===== src/rtl/calc_op_sequencer_if.sv =====
// Bundles the calculator front-end handshake and the shared-adder bus.
// slave is the sequencer's view; master is the front end plus adder.
interface calc_op_sequencer_if #(
   parameter int N = 4
);
   logic         start;
   logic [1:0]   op;
   logic [N-1:0] a;
   logic [N-1:0] b;
   logic         busy;
   logic         done;
   logic [N-1:0] result;
   logic         err;
   logic [N-1:0] add_a;
   logic [N-1:0] add_b;
   logic         add_cin;
   logic [N-1:0] add_sum;

   modport master (
      output start, op, a, b, add_sum,
      input  busy, done, result, err, add_a, add_b, add_cin
   );

   modport slave (
      input  start, op, a, b, add_sum,
      output busy, done, result, err, add_a, add_b, add_cin
   );
endinterface


===== src/rtl/calc_op_sequencer.sv =====
// Multi-cycle ADD/SUB/MUL controller that time-shares one external N-bit adder
// (Sum = A + B + cin); MUL is a truncated shift-and-add over N cycles.
module calc_op_sequencer #(
   parameter int N = 4
) (
   input logic                 clk,
   input logic                 rst_n,
   calc_op_sequencer_if.slave  seq
);

   localparam int CW = $clog2(N);
   localparam logic [CW-1:0] CNT_LAST = CW'(N - 1);

   typedef enum logic [1:0] {
      S_IDLE,
      S_EXEC,
      S_MUL,
      S_DONE
   } state_t;

   typedef enum logic [1:0] {
      OP_ADD = 2'b00,
      OP_SUB = 2'b01,
      OP_MUL = 2'b10,
      OP_RSV = 2'b11
   } op_t;

   state_t        state;
   state_t        state_nxt;
   op_t           op_r;
   logic [N-1:0]  a_r;
   logic [N-1:0]  b_r;
   logic [N-1:0]  acc;
   logic [N-1:0]  acc_nxt;
   logic [CW-1:0] cnt;
   logic [N-1:0]  result_r;
   logic          err_r;
   logic [N-1:0]  add_a_c;
   logic [N-1:0]  add_b_c;
   logic          add_cin_c;

   always_ff @(posedge clk or negedge rst_n) begin
      if (!rst_n) begin
         state <= S_IDLE;
      end else begin
         state <= state_nxt;
      end
   end

   always_comb begin
      state_nxt = state;
      add_a_c   = '0;
      add_b_c   = '0;
      add_cin_c = 1'b0;
      acc_nxt   = acc;
      case (state)
         S_IDLE: begin
            if (seq.start) begin
               state_nxt = (op_t'(seq.op) == OP_MUL) ? S_MUL : S_EXEC;
            end
         end
         S_EXEC: begin
            state_nxt = S_DONE;
            case (op_r)
               OP_ADD: begin
                  add_a_c = a_r;
                  add_b_c = b_r;
               end
               OP_SUB: begin
                  add_a_c   = a_r;
                  add_b_c   = ~b_r;
                  add_cin_c = 1'b1;
               end
               default: begin
                  add_a_c = '0;
               end
            endcase
         end
         S_MUL: begin
            add_a_c = acc;
            add_b_c = a_r << cnt;
            acc_nxt = b_r[cnt] ? seq.add_sum : acc;
            if (cnt == CNT_LAST) begin
               state_nxt = S_DONE;
            end
         end
         S_DONE: begin
            state_nxt = S_IDLE;
         end
         default: begin
            state_nxt = S_IDLE;
         end
      endcase
   end

   // Operands are captured only on an accepted start; later changes are ignored.
   always_ff @(posedge clk or negedge rst_n) begin
      if (!rst_n) begin
         op_r     <= OP_ADD;
         a_r      <= '0;
         b_r      <= '0;
         acc      <= '0;
         cnt      <= '0;
         result_r <= '0;
         err_r    <= 1'b0;
      end else begin
         case (state)
            S_IDLE: begin
               if (seq.start) begin
                  op_r <= op_t'(seq.op);
                  a_r  <= seq.a;
                  b_r  <= seq.b;
                  acc  <= '0;
                  cnt  <= '0;
               end
            end
            S_EXEC: begin
               if (op_r == OP_RSV) begin
                  result_r <= '0;
                  err_r    <= 1'b1;
               end else begin
                  result_r <= seq.add_sum;
                  err_r    <= 1'b0;
               end
            end
            S_MUL: begin
               acc <= acc_nxt;
               cnt <= cnt + 1'b1;
               if (cnt == CNT_LAST) begin
                  result_r <= acc_nxt;
                  err_r    <= 1'b0;
               end
            end
            default: begin
               acc <= acc;
            end
         endcase
      end
   end

   assign seq.busy    = (state != S_IDLE);
   assign seq.done    = (state == S_DONE);
   assign seq.result  = result_r;
   assign seq.err     = err_r;
   assign seq.add_a   = add_a_c;
   assign seq.add_b   = add_b_c;
   assign seq.add_cin = add_cin_c;

endmodule


===== src/flat_wrapper.sv =====
// flat-port wrapper written by rule: the top's interface ports become plain ports
module calc_op_sequencer_flat 
#(
   parameter int N = 4
)
  (clk, rst_n, seq_start, seq_op, seq_a, seq_b, seq_add_sum, seq_busy, seq_done, seq_result, seq_err, seq_add_a, seq_add_b, seq_add_cin);
  calc_op_sequencer_if #(.N(N)) seq_i ();
  input logic clk;
  input logic rst_n;
  input wire logic [$bits(seq_i.start)-1:0] seq_start;
  input wire logic [$bits(seq_i.op)-1:0] seq_op;
  input wire logic [$bits(seq_i.a)-1:0] seq_a;
  input wire logic [$bits(seq_i.b)-1:0] seq_b;
  input wire logic [$bits(seq_i.add_sum)-1:0] seq_add_sum;
  output wire logic [$bits(seq_i.busy)-1:0] seq_busy;
  output wire logic [$bits(seq_i.done)-1:0] seq_done;
  output wire logic [$bits(seq_i.result)-1:0] seq_result;
  output wire logic [$bits(seq_i.err)-1:0] seq_err;
  output wire logic [$bits(seq_i.add_a)-1:0] seq_add_a;
  output wire logic [$bits(seq_i.add_b)-1:0] seq_add_b;
  output wire logic [$bits(seq_i.add_cin)-1:0] seq_add_cin;
  assign seq_i.start = seq_start;
  assign seq_i.op = seq_op;
  assign seq_i.a = seq_a;
  assign seq_i.b = seq_b;
  assign seq_i.add_sum = seq_add_sum;
  assign seq_busy = seq_i.busy;
  assign seq_done = seq_i.done;
  assign seq_result = seq_i.result;
  assign seq_err = seq_i.err;
  assign seq_add_a = seq_i.add_a;
  assign seq_add_b = seq_i.add_b;
  assign seq_add_cin = seq_i.add_cin;
  calc_op_sequencer #(.N(N)) u_core (.clk(clk), .rst_n(rst_n), .seq(seq_i));
endmodule

===== config.mk =====
export PLATFORM = sky130hd
export DESIGN_NAME = calc_op_sequencer_flat
export DESIGN_NICKNAME = d
export VERILOG_FILES = /design/src/rtl/calc_op_sequencer_if.sv /design/src/rtl/calc_op_sequencer.sv /design/src/flat_wrapper.sv
export SDC_FILE = /design/constraint.sdc
export NUM_CORES = 1
export LEC_CHECK = 0
export CAP_MARGIN = 20
export CORE_MARGIN = 2
export CORE_UTILIZATION = 37
export CTS_CLUSTER_SIZE = 10
export DETAILED_ROUTE_END_ITERATION = 16
export PLACE_DENSITY = 0.69
export SLEW_MARGIN = 20
export SYNTH_ARGS = -nofsm -noshare
export SYNTH_HDL_FRONTEND = slang
export SYNTH_SLANG_ARGS = --single-unit

===== constraint.sdc =====
create_clock -name clk -period 2.4 [get_ports clk]
set_input_delay 0.48 -clock clk [delete_from_list [all_inputs] [get_ports clk]]
set_output_delay 0.48 -clock clk [all_outputs]
set_load 0.03 [all_outputs]

; Yosys cells after proc, flatten, opt, wreduce, memory -nomap -nowiden
; Cells that the tools add are included.
[word_totals]
register_bits = 23
latch_bits = 0
ramBits = 0
romBits = 0
inputBits = 17
word_cells = 54
n_memories = 0
[op_classes]
addsub = 1
n_mul = 0
div = 0
magnitude_cmp = 1
eq_ne = 9
n_shift = 1
muxes = 23
bitwise = 1
n_reduce_logical = 10
[ops]
columns = op, n
row1 = 4-bit case mux with 2 select lines, 5
row2 = 4-bit two-way mux, 5
row3 = 2-bit == test (second input constant), 5
row4 = 2-bit two-way mux, 4
row5 = 2-bit case mux with 4 select lines, 1
row6 = 2-bit AND reduction, 4
row7 = 2-bit nonzero test, 3
row8 = 1-bit two-way mux, 5
row9 = 2-bit by 1-bit == test with 1-bit output (second input constant), 2
row10 = 2-bit logical NOT, 2
row11 = 4-bit NOT, 1
row12 = 2-bit case mux with 2 select lines, 1
row13 = 4-bit by 2-bit << shifter with 4-bit output, 1
row14 = 2-bit by 3-bit < comparator with 1-bit output (second input constant), 1
row15 = 2-bit by 1-bit adder with 2-bit output (second input constant), 1
row16 = 1-bit binary-select mux with 2-bit select, 1
row17 = 2-bit by 1-bit inequality test with 1-bit output (second input constant), 1
row18 = 2-bit inequality test (second input constant), 1
row19 = 1-bit case mux with 2 select lines, 1
row20 = 2-bit OR reduction, 1

; Logic depth before layout (Yosys ltp)
[depth]
word_depth = 5
ltp_mapped = 7

; Least setup slack after synthesis
; OpenSTA, ideal clock, no wires.
[synth_timing]
path_type = register to output
startpoint = register u_core.state[0]
endpoint = output port seq_add_b[0]
arrival_ns = 1.691
t_required_ns = 1.920
slack_ns = 0.229
path_stages_with_launch = 8
path_buffers = 1
path_cell_list = dfrtp_1 inv_1 ha_1 clkbuf_1 inv_1 nor4b_1 a21oi_1 nor2_1
[synth_via]
elab_chain_len = 2
[synth_rtl]
columns = item, line
row1 = from (decl), calc_op_sequencer.sv:28  ; state_t state;
row2 = from (signal assigned), calc_op_sequencer.sv:46  ; state <= state_nxt;
row3 = 2-bit == test / 2-bit by 1-bit == test with 1-bit output (equally long branches), calc_op_sequencer.sv:56  ; case (state)
row4 = 4-bit case mux with 2 select lines *, calc_op_sequencer.sv:56
row5 = to (decl), flat_wrapper.sv:20  ; output wire logic [$bits(seq_i.add_b)-1:0] seq_add_b;
; Mark *: on every way between the ends. The rest lies on a longest branch, timed or not.

; Worst setup path in the final report
; Same ends and word-level chain as after synthesis.

==> report_table.html <==
<table>
<tr><th>Metric</th><th>Value</th></tr>
<tr><th colspan="2">Synthesis</th></tr>
<tr><td>Number of instances in the synthesized netlist</td><td>136</td></tr>
<tr><td>Dominant combinational cell family by area after synthesis</td><td>compound AO/OA/AOI/OAI gates</td></tr>
<tr><td>Per-instance average area after synthesis</td><td>roughly 10 sq um</td></tr>
<tr><td>Multiplexer share of the synthesized area</td><td>approximately 15%</td></tr>
<tr><td>Sequential share of the synthesized area</td><td>between 40% and 50%</td></tr>
<tr><td>Synth Cell Area</td><td>roughly 1400 sq um</td></tr>
<tr><td>Adder and majority gate portion of the synthesized area</td><td>roughly 5.4%</td></tr>
<tr><td>Post-synth net total</td><td>~160</td></tr>
<tr><td>Number of storage elements in the synthesis netlist</td><td>23</td></tr>
<tr><td>Post-synthesis compound-gate area fraction</td><td>17.3%</td></tr>
<tr><td>Area share of and/or/nand/nor cells after synthesis</td><td>13.3%</td></tr>
<tr><td>Warning count from the yosys run</td><td>0</td></tr>
<tr><td>Fraction of synthesized cell area in xor and xnor cells</td><td>2.54%</td></tr>
<tr><td>Number of library cell types mapped by synthesis</td><td>33</td></tr>
<tr><th colspan="2">Critical path</th></tr>
<tr><td>Crit. End Element</td><td>primary output</td></tr>
<tr><td>Cell type with the highest occurrence count on the critical path</td><td>sky130_fd_sc_hd__inv_1</td></tr>
<tr><td>Last element of the critical path</td><td>seq_add_b[0]</td></tr>
<tr><td>Crit start category</td><td>flip-flop</td></tr>
<tr><td>Maximum net fanout on the critical path</td><td>5</td></tr>
<tr><td>Critical path launch point</td><td>u_core.state[0]</td></tr>
<tr><td>Register-to-Register Path Depth</td><td>4</td></tr>
<tr><td>Slowest stage delay, CP</td><td>roughly 0.40 ns</td></tr>
<tr><td>Signal arrival time at the worst endpoint</td><td>1.78 ns</td></tr>
<tr><td>Max stage delay cell, worst path</td><td>sky130_fd_sc_hd__dfrtp_1</td></tr>
<tr><td>Ordered cell list for the critical path</td><td>inv_1 &gt; ha_1 &gt; inv_1 &gt; nor4b_1 &gt; a21oi_1 &gt; nor2_1 &gt; buf_4</td></tr>
<tr><td>Category of the critical setup timing path</td><td>reg -&gt; out</td></tr>
<tr><td>Worst-case register-to-register setup slack</td><td>0.52 ns</td></tr>
<tr><td>Capture point of the worst reg-to-reg path</td><td>u_core.acc[2]</td></tr>
<tr><td>WP data required</td><td>1.92 ns</td></tr>
<tr><td>Launch instance of the worst register-to-register path</td><td>u_core.cnt[0]</td></tr>
<tr><th colspan="2">Power and ir drop</th></tr>
<tr><td>Largest voltage drop on the vdd net</td><td>roughly 740 uV</td></tr>
<tr><td>Total power density per cell area</td><td>between 1000 and 1500 nW/um^2</td></tr>
<tr><td>Static leakage power</td><td>around 0.77 nW</td></tr>
<tr><th colspan="2">Clock tree</th></tr>
<tr><td>Clk_lat worst skew</td><td>~0.26 ns</td></tr>
<tr><td>Post-CTS setup buffer count</td><td>0</td></tr>
<tr><td>Worst-path clk slew</td><td>approximately 0.08 ns</td></tr>
<tr><td>Buffer levels on the longest clock path</td><td>2</td></tr>
<tr><td>CTS hold repair buffers</td><td>0</td></tr>
<tr><td>TritonCTS clock tree</td><td>yes</td></tr>
<tr><td>Cell chosen for the clock root</td><td>sky130_fd_sc_hd__clkbuf_8</td></tr>
<tr><td>H-tree lvl count</td><td>1</td></tr>
<tr><td>Number of instances resized during post-cts repair</td><td>0</td></tr>
<tr><td>Clock tree sinks</td><td>23</td></tr>
<tr><td>Number of buffers added by the clock tree synthesis step</td><td>3</td></tr>
<tr><th colspan="2">Floorplanning</th></tr>
<tr><td>Initial core utilization</td><td>a little under two fifths</td></tr>
<tr><td>Die Y</td><td>65.0 um</td></tr>
<tr><td>Floorplan core area</td><td>~3600 sq um</td></tr>
<tr><td>Total Die Area</td><td>4230 sq um</td></tr>
<tr><td>Ports placed on the boundary</td><td>33</td></tr>
<tr><td>Overall die width</td><td>65.0 um</td></tr>
<tr><td>Count of standard-cell rows</td><td>22</td></tr>
<tr><th colspan="2">Placed design</th></tr>
<tr><td>IO buf count</td><td>32</td></tr>
<tr><td>Routability-driven placement congestion ratio</td><td>approximately 0.76</td></tr>
<tr><td>DPL Wire Length</td><td>about 2400 um</td></tr>
<tr><td># placed instances</td><td>roughly 210</td></tr>
<tr><td>Worst setup timing slack at the placement stage</td><td>between 0.4 and 0.5 ns</td></tr>
<tr><td>Post-placement cell area</td><td>approximately 1700 sq um</td></tr>
<tr><th colspan="2">Routing</th></tr>
<tr><td>Overall via count from detail_route</td><td>approximately 1,100</td></tr>
<tr><td>Via count normalized by instance count</td><td>5.17</td></tr>
<tr><td>DR iter-0 viols</td><td>30</td></tr>
<tr><td>Drt pass-1 iters</td><td>4</td></tr>
<tr><td>Post-DR wirelength/cell</td><td>14.0 um</td></tr>
<tr><td>DRC violation count after routing</td><td>0</td></tr>
<tr><td>Final routed wirelength across all metal layers</td><td>3020 um</td></tr>
<tr><td>Routed Antenna Nets</td><td>0</td></tr>
<tr><th colspan="2">Timing</th></tr>
<tr><td>Setup TNS after final layout</td><td>0 ns</td></tr>
<tr><td>Number of pins exceeding their max-slew limit in the final report</td><td>0</td></tr>
<tr><td>Post-layout minimum cycle time</td><td>about 2.3 ns</td></tr>
<tr><td>Unrepaired setup endpoints after global routing</td><td>no</td></tr>
<tr><td>F_max</td><td>between 400 and 500 MHz</td></tr>
<tr><td>Worst rel slew slack</td><td>approximately 65%</td></tr>
<tr><td>Final-layout worst hold slack</td><td>0.517 ns</td></tr>
<tr><td>Final worst-path cycle share</td><td>between 90% and 100%</td></tr>
<tr><td>Setup slack of the critical path after layout</td><td>about 0.14 ns</td></tr>
<tr><td>Worst-Margin Slew</td><td>roughly 0.53 ns</td></tr>
<tr><td>Layout Skew</td><td>between 0.005 and 0.006 ns</td></tr>
<tr><td>Number of failing setup endpoints in the final timing report</td><td>0</td></tr>
<tr><td>Number of hold violations in the final report</td><td>0</td></tr>
<tr><th colspan="2">Final layout</th></tr>
<tr><td>Leading cell types in the layout, fill and taps excluded</td><td>23 x sky130_fd_sc_hd__clkdlybuf4s50_1, 23 x sky130_fd_sc_hd__dfrtp_1, 16 x sky130_fd_sc_hd__nor2_1</td></tr>
<tr><td>Final cell count without fillers</td><td>about 220</td></tr>
<tr><td>Area growth from synthesis to layout</td><td>27.9%</td></tr>
<tr><td>Antenna diode count</td><td>0</td></tr>
<tr><td>Post-layout nets</td><td>roughly 190</td></tr>
<tr><td>Area of all placed cells without fillers</td><td>1760 sq um</td></tr>
<tr><td>Share of cells above drive strength 1</td><td>17.9%</td></tr>
<tr><th colspan="2">GRT</th></tr>
<tr><td>Largest net degree at the start of global routing</td><td>24</td></tr>
<tr><td>GR Util All Layers</td><td>around 16%</td></tr>
<tr><td>Number of global-route vias before repair</td><td>between 1,000 and 1,500</td></tr>
<tr><td>Number of antenna violations at the first check in global routing</td><td>0</td></tr>
<tr><td>Overflow left after global routing</td><td>0</td></tr>
<tr><td>Wire length of the first global-routing pass</td><td>between 5000 and 6000 um</td></tr>
<tr><th colspan="2">Status</th></tr>
<tr><td>Run status</td><td>completed</td></tr>
<tr><th colspan="2">Worst hold path</th></tr>
<tr><td>Type of the most critical hold path</td><td>reg -&gt; reg</td></tr>
<tr><th colspan="2">Flow run</th></tr>
<tr><td>Number of max-cap violations</td><td>0</td></tr>
</table>
[worst min-delay path by stage]
stage | start | slack [ns] | cells after the start | end
global route | u_core.seq.err | 0.56 | 2 | u_core.seq.err
floorplan | rst_n | 0.18 | 0 | u_core.a_r[0]
detailed placement | u_core.seq.err | 0.51 | 2 | u_core.seq.err
CTS | u_core.seq.err | 0.53 | 2 | u_core.seq.err
finish | u_core.seq.err | 0.52 | 2 | u_core.seq.err
global placement | u_core.seq.err | 0.50 | 2 | u_core.seq.err
[critical path: cells and delay by family (launching register included)]
kind / cells / cell delay, ns
AOI/OAI and AO/OA: 1 / 0.07
adders and majority gates: 1 / 0.18
buffers and inverters: 3 / 0.39
DFF: 1 / 0.40
and+or+nand+nor: 2 / 0.47
[stage by stage]
| stage | total power (W) | util, % |
|---|---|---|
| 2_1_floorplan | 0.00184 | - |
| 5_1_grt | 0.00268 | 48.5 |
| 6_report | 0.00247 | 48.5 |
| 4_1_cts | 0.00251 | 48.5 |
| 3_5_place_dp | 0.00226 | 47.3 |
| 3_3_place_gp | 0.00222 | 47.3 |
[layout make-up]
cell class | count | area [sq um]
Multi-Input combinational cell | 100 | 739
Inverter | 6 | 22.5
Tap cell | 48 | 60.1
Clock buffer | 4 | 45.0
Fill cell | 373 | 1870
Timing Repair Buffer | 35 | 320
Sequential cell | 23 | 576
[report_power, final]
| group | total (W) | switching (W) | leakage [nW] | internal, W |
|---|---|---|---|---|
| clock | 0.000240 | 0.000121 | 0.0228 | 0.000119 |
| sequential | 0.000761 | 0.000195 | 0.279 | 0.000566 |
| combinational | 0.00147 | 0.000806 | 0.465 | 0.000667 |
| total | 0.00247 | 0.00112 | 0.766 | 0.00135 |
[synthesized netlist by cell type]
master                     number  area [sq um]
sky130_fd_sc_hd__mux2_2        11           124
sky130_fd_sc_hd__clkbuf_1       5          18.8
sky130_fd_sc_hd__a211o_2        1          10.0
sky130_fd_sc_hd__a22o_1         6          52.6
sky130_fd_sc_hd__clkinv_1       1          3.75
sky130_fd_sc_hd__a32o_1         1          10.0
sky130_fd_sc_hd__a311oi_1       1          8.76
sky130_fd_sc_hd__nand2_1        9          33.8
sky130_fd_sc_hd__mux4_2         1          22.5
sky130_fd_sc_hd__a41oi_1        1          8.76
sky130_fd_sc_hd__nor3_1         1          5.00
sky130_fd_sc_hd__o21ai_0        6          30.0
sky130_fd_sc_hd__dfrtp_1       23           576
sky130_fd_sc_hd__ha_1           6          75.1
sky130_fd_sc_hd__inv_1          5          18.8
sky130_fd_sc_hd__a211oi_1       3          22.5
sky130_fd_sc_hd__a31oi_1        1          6.26
sky130_fd_sc_hd__and2_1         2          12.5
sky130_fd_sc_hd__xor2_1         4          35.0
sky130_fd_sc_hd__nand3b_1       2          15.0
sky130_fd_sc_hd__o31ai_1        1          7.51
sky130_fd_sc_hd__and2b_2        1          8.76
sky130_fd_sc_hd__o311ai_0       1          8.76
sky130_fd_sc_hd__nor4b_1        1          8.76
sky130_fd_sc_hd__nor2_1        16          60.1
sky130_fd_sc_hd__buf_6          2          22.5
sky130_fd_sc_hd__and2_4         1          8.76
sky130_fd_sc_hd__nand2b_1       3          18.8
sky130_fd_sc_hd__nor2b_1        2          12.5
sky130_fd_sc_hd__a21oi_1        7          35.0
sky130_fd_sc_hd__a22oi_1        4          30.0
sky130_fd_sc_hd__mux2i_1        6          60.1
sky130_fd_sc_hd__a32oi_1        1          8.76
[layer usage]
| metal | GRT usage (%) | part of all wire [%] | vias up |
|---|---|---|---|
| met4 | 4.69 | 0.89 | 0 |
| met2 | 26.0 | 49 | 29 |
| met5 | 0 | 0 | - |
| li1 | - | - | 550 |
| met1 | 19.7 | 45 | 536 |
| met3 | 3.82 | 5.1 | 2 |
[cells by family after synthesis]
logic type	after synthesis
mux	18
compound gates	34
buf+inv	13
xor+xnor	4
flops	23
simple gates	38
fa+ha+maj	6
[registers in the layout, indices dropped and copies added, names as in the netlist]
register and flops:
u_core.acc 4, u_core.state 2, u_core.cnt 2, u_core.b_r 4
u_core.a_r 4, u_core.op_r 2, u_core.seq.err 1, u_core.seq.result 4
(Power assumes the default switching activity.)
